--- src/rtl/crc_req_seq_n.sv ---
// Multi-channel request/cycle sequencer: round-robin grant among channels with
// pending work, then one RAM cycle and one MB cycle per grant.
module crc_req_seq_n #(
  parameter int NCH    = 8,
  parameter int CTRW   = 3,
  parameter int RAMCYC = 2,
  parameter int MBTMO  = 15
) (
  input  logic                clk_crc_h,
  input  logic                ch_mr_reset_l,
  input  logic [NCH-1:0]      ch_req_h,
  input  logic [NCH-1:0]      ch_store_h,
  input  logic [NCH-1:0]      ch_act_inc_h,
  input  logic                ch_err_clr_h,
  input  logic                mb_cyc_t2_l,
  output logic [NCH-1:0]      crc_grant_h,
  output logic                crc_ram_cyc_l,
  output logic                crc_mb_cyc_h,
  output logic                crc_mem_store_ena_l,
  output logic [NCH*CTRW-1:0] crc_act_ctr_h,
  output logic [NCH-1:0]      crc_ovn_err_h,
  output logic                crc_mb_tmo_h,
  output logic                crc_busy_h
);

  localparam int IDXW = (NCH > 1) ? $clog2(NCH) : 1;
  localparam int TMAX = (RAMCYC > MBTMO) ? RAMCYC : MBTMO;
  localparam int TW   = $clog2(TMAX + 1);

  typedef enum logic [1:0] {S_IDLE, S_RAM, S_MB, S_DONE} state_t;

  state_t              state_q, state_d;
  logic [IDXW-1:0]     gidx_q, gidx_d;
  logic [IDXW-1:0]     ptr_q, ptr_d;
  logic [TW-1:0]       tmr_q, tmr_d;
  logic [CTRW-1:0]     ctr_q [NCH];
  logic [CTRW-1:0]     ctr_d [NCH];
  logic [NCH-1:0]      ovn_q, ovn_d, ovn_set;
  logic                tmo_q, tmo_d, tmo_set;
  logic [NCH-1:0]      elig, dec_vec;
  logic [IDXW-1:0]     scan_idx, pick_idx;
  logic                pick_found;

  // Round-robin search starting just after the last serviced channel
  always_comb begin
    pick_found = 1'b0;
    pick_idx   = '0;
    scan_idx   = '0;
    for (int i = 0; i < NCH; i++) begin
      elig[i] = ch_req_h[i] && (ctr_q[i] != '0);
    end
    for (int k = 1; k <= NCH; k++) begin
      scan_idx = IDXW'((int'(ptr_q) + k) % NCH);
      if (!pick_found && elig[scan_idx]) begin
        pick_found = 1'b1;
        pick_idx   = scan_idx;
      end
    end
  end

  always_comb begin
    state_d = state_q;
    gidx_d  = gidx_q;
    ptr_d   = ptr_q;
    tmr_d   = tmr_q;
    dec_vec = '0;
    tmo_set = 1'b0;
    case (state_q)
      S_IDLE: begin
        if (pick_found) begin
          gidx_d  = pick_idx;
          tmr_d   = '0;
          state_d = S_RAM;
        end
      end
      S_RAM: begin
        if (tmr_q == TW'(RAMCYC - 1)) begin
          tmr_d   = '0;
          state_d = S_MB;
        end else begin
          tmr_d = tmr_q + TW'(1);
        end
      end
      S_MB: begin
        if (!mb_cyc_t2_l) begin
          state_d = S_DONE;
        end else if (tmr_q == TW'(MBTMO - 1)) begin
          // Abandon the transfer: counter and pointer stay as they were
          tmo_set = 1'b1;
          state_d = S_IDLE;
        end else begin
          tmr_d = tmr_q + TW'(1);
        end
      end
      S_DONE: begin
        dec_vec[gidx_q] = 1'b1;
        ptr_d           = gidx_q;
        state_d         = S_IDLE;
      end
      default: state_d = S_IDLE;
    endcase
  end

  // Simultaneous queue and completion cancel out without touching the flag
  always_comb begin
    ovn_set = '0;
    for (int i = 0; i < NCH; i++) begin
      ctr_d[i] = ctr_q[i];
      case ({ch_act_inc_h[i], dec_vec[i]})
        2'b10: begin
          if (ctr_q[i] == {CTRW{1'b1}}) ovn_set[i] = 1'b1;
          else ctr_d[i] = ctr_q[i] + CTRW'(1);
        end
        2'b01:   ctr_d[i] = ctr_q[i] - CTRW'(1);
        default: ctr_d[i] = ctr_q[i];
      endcase
    end
    ovn_d = (ch_err_clr_h ? '0 : ovn_q) | ovn_set;
    tmo_d = (ch_err_clr_h ? 1'b0 : tmo_q) | tmo_set;
  end

  always_ff @(posedge clk_crc_h) begin
    if (!ch_mr_reset_l) begin
      state_q <= S_IDLE;
      gidx_q  <= '0;
      ptr_q   <= IDXW'(NCH - 1);
      tmr_q   <= '0;
      ovn_q   <= '0;
      tmo_q   <= 1'b0;
      for (int i = 0; i < NCH; i++) ctr_q[i] <= '0;
    end else begin
      state_q <= state_d;
      gidx_q  <= gidx_d;
      ptr_q   <= ptr_d;
      tmr_q   <= tmr_d;
      ovn_q   <= ovn_d;
      tmo_q   <= tmo_d;
      for (int i = 0; i < NCH; i++) ctr_q[i] <= ctr_d[i];
    end
  end

  always_comb begin
    crc_act_ctr_h = '0;
    for (int i = 0; i < NCH; i++) crc_act_ctr_h[i*CTRW +: CTRW] = ctr_q[i];
  end

  assign crc_grant_h         = (state_q != S_IDLE) ? (NCH'(1) << gidx_q) : '0;
  assign crc_ram_cyc_l       = (state_q != S_RAM);
  assign crc_mb_cyc_h        = (state_q == S_MB);
  assign crc_mem_store_ena_l = ~((state_q == S_MB) && ch_store_h[gidx_q]);
  assign crc_ovn_err_h       = ovn_q;
  assign crc_mb_tmo_h        = tmo_q;
  assign crc_busy_h          = (state_q != S_IDLE);

endmodule

--- config.mk ---
export PLATFORM = sky130hd
export DESIGN_NAME = crc_req_seq_n
export DESIGN_NICKNAME = d
export VERILOG_FILES = /design/src/rtl/crc_req_seq_n.sv
export SDC_FILE = /design/constraint.sdc
export NUM_CORES = 1
export LEC_CHECK = 0
export CAP_MARGIN = 20
export CORE_MARGIN = 5
export CORE_UTILIZATION = 50
export DETAILED_ROUTE_END_ITERATION = 6
export DONT_BUFFER_PORTS = 1
export PLACE_DENSITY = 0.69
export REMOVE_ABC_BUFFERS = 1
export SLEW_MARGIN = 20
export SYNTH_ARGS = -nofsm -noshare
export SYNTH_HDL_FRONTEND = slang
export SYNTH_SLANG_ARGS = --single-unit
export TNS_END_PERCENT = 20
--- constraint.sdc ---
create_clock -name clk_crc_h -period 3.6 [get_ports clk_crc_h]
set_input_delay 0.36 -clock clk_crc_h [delete_from_list [all_inputs] [get_ports clk_crc_h]]
set_output_delay 0.36 -clock clk_crc_h [all_outputs]
set_load 0.1 [all_outputs]
==> summary.txt <==
CTS
  • Clk root buf: clkbuf_8
  • Hold-fix buffers, CTS: 0
  • Resized Gates After CTS: 0
  • CTS clk-pin slew, worst paths: 0.10 ns
  • H-Tree Level Count: 2
  • Skew-Pair Late Insertion Delay: 0.31 ns
  • CTS Sinks: 45
  • TritonCTS clock tree: done
  • CTS Buffer Depth: 2
  • Number of buffers created by CTS: 5
  • Post-CTS Setup Inserts: 0

Worst setup path
  • CP arrival: between 3 and 4 ns
  • CP Class: register to register
  • Setup crit start kind: register
  • Crit path max-delay family: multiplexers
  • Crit path buf inv count: 1
  • CP endpoint kind: register
  • CP max FO: 13
  • CP cell instances: clkinv_1, ha_1, xnor2_4, mux2i_1, mux4_2, nor2b_1, a21oi_1, a311o_1, a41o_1
  • Critical Path RT: around 3.8 ns
  • Crit-path max cell delay: between 0.6 and 0.7 ns
  • Slowest CP cell: dfxtp_1

Floorplan
  • Die Area: 8930 um2
  • Rows: 30
  • Initial Utilization: between 50% and 60%
  • Die width: between 90 and 100 um
  • Core area: a little under 7000 um2
  • Die height: around 94 um
  • Top Ports: 73

Power and ir drop
  • Power per cell area: between 600 and 700 nW/um2
  • Pwr Total: between 2 and 3 mW
  • Peak VDD IR: approximately 500 uV
  • Leakage: about 1.8 nW

Routing
  • Vias per cell: a little under 6
  • Vias post-DR: 3094
  • DR iter-0 viols: ~230
  • Routed WL: about 9000 um
  • DR pass1 iterations: 4
  • DRC: 0
  • Post-DRT Antenna Nets: 0
  • Wire per inst: 17.1 um

Placement
  • DP Worst Slack: approximately 0.37 ns
  • DP Wirelength: about 6900 um
  • Area of placed instances: around 4100 um2
  • Placed Instances: a little over 500
  • Port Buffers: 0
  • Routability cong.: between 0.9 and 1

STA
  • Period utilization: between 90% and 100%
  • Final WS setup: 0.308 ns
  • Fmax: 0.304 GHz
  • Slew @ Worst Pin: about 0.99 ns
  • Clk_skew: just over 0.009 ns
  • Final hold vios: 0
  • Worst hold margin: 0.128 ns
  • Rel. slew slack: 33.6%
  • Min Clock Period, post-route: about 3.3 ns
  • RSZ-0062 raised after global routing: false
  • Pins Over Slew Limit: 0
  • Final setup TNS: 0 ns
  • Final setup viols: 0

Cells and area
  • Post-layout util: 61.0%
  • Storage element area: 901 um2
  • Antenna Cells: 0
  • Filler Cells Inserted: around 590
  • Final instance area: about 4200 um2
  • Multi-input logic area: ~2500 um2
  • Nets: 474
  • Layout cells sized above 1: approximately 23%
  • Area growth, synth to finish: 17.4%
  • Commonest non-fill, non-tap cell in the layout: dfxtp_1
  • Most frequent cells in the layout: dfxtp_1, nand2_1, buf_4, inv_1, and2_1
  • Layout Cells excl Fill: ~530

GRT
  • Remaining global-route overflow: 0
  • First-pass GRT wire length: 14900 um
  • Gr usage total: a little over a fifth
  • Largest net degree at the start of global routing: 50
  • Initial antenna violation count: 0
  • Number of global-route vias before repair: between 3000 and 4000

Synth
  • Synth unique cells: 57
  • Synth warnings: 0
  • Avg Cell Area, Syn: 9.08 um2
  • Seq/Total Area, Yosys: between 20% and 30%
  • Dominant synthesized flop cell: dfxtp_1
  • Area leader, netlist: dfxtp_1
  • Yosys top cell area share: roughly 25%
  • Synth Register Bits: 45
  • Post-synth EDFFs: 0
  • Async SR Flop Fraction: 0%
  • Synthesized area: about 3600 um2
  • Largest cells by area after synthesis: dfxtp_1, mux4_2, mux2i_1, fa_1, nand2_1
  • Synth Instances: 393

Hold path
  • Path category of the worst min-delay check: primary input to register

Outcome
  • Status: completed

Flow run
  • Max Cap Viol: 0
worst paths after layout:
kind                 start  cells past startpoint  slack, ns   endpoint
min reg2reg       tmr_q[0]                      2       0.53   tmr_q[0]
min          ch_mr_reset_l                      1       0.13   ptr_q[2]
max               ptr_q[1]                      9       0.31  gidx_q[1]
max reg2reg       ptr_q[1]                      9       0.31  gidx_q[1]
area by class of cell:
cell class | instances | share of cell area (%)
tap | 96 | 2.87
clock buffer | 5 | 1.64
clock inverter | 3 | 1.14
inverter | 27 | 2.42
timing repair buffer | 43 | 9.86
multi-input combinational | 306 | 60.6
sequential | 45 | 21.5
flip-flops by register name, indices dropped and copies added, names as in the netlist:
register and count:
crc_mb_tmo_h 1, crc_ovn_err_h 8, ctr_q 24, state_q 2
gidx_q 3, ptr_q 3, tmr_q 4
metal layers:
| metal | GRT usage (%) | share of wire, % | wire, um | vias up |
|---|---|---|---|---|
| li1 | - | - | - | 1501 |
| met1 | 26.7 | 42 | 3800 | 1457 |
| met2 | 33.9 | 47 | 4220 | 118 |
| met3 | 6.06 | 8.5 | 766 | 18 |
| met4 | 7.21 | 2.2 | 201 | 0 |
| met5 | 0 | 0 | 0 | - |
synthesized netlist by cell type (6+ instances only):
library cell and n:
dfxtp_1 45, nand2_1 42, inv_1 24, and2_1 23, mux2i_1 22, nand3_1 21, nor2_1 16, mux4_2 15
xnor2_1 11, ha_1 10, o211a_1 10, o21ai_0 10, nor2b_1 9, o31a_1 9, o31ai_1 9, a21oi_1 8
clkbuf_1 8, fa_1 8, or2_2 8, mux2_2 7, o21a_1 6, o2bb2ai_1 6
logic make-up (layout without fill, tap and decap cells):
logic type      count (synthesis)  in the layout  synth area share, %
buf+inv                        42             78                 4.59
simple gates                  144            144                 21.1
compound gates                 83             83                 18.5
xor+xnor                       17             17                 4.70
flops                          45             45                 25.2
fa+ha+maj                      18             18                 7.99
mux                            44             44                 17.8
worst register-to-register path: stages (launching register included):
cell,delay [ns]
dfxtp_1,0.65
clkinv_1,0.18
ha_1,0.31
xnor2_4,0.38
mux2i_1,0.14
mux4_2,0.56
nor2b_1,0.31
a21oi_1,0.07
a311o_1,0.37
a41o_1,0.23
power by group:
group          internal [mW]  leakage (nW)  switching, mW
clock                  0.212        0.0591          0.199
sequential             0.555         0.368          0.117
combinational          0.532          1.37          0.958
total                   1.30          1.80           1.27
Power figures use the tool's default switching activity.
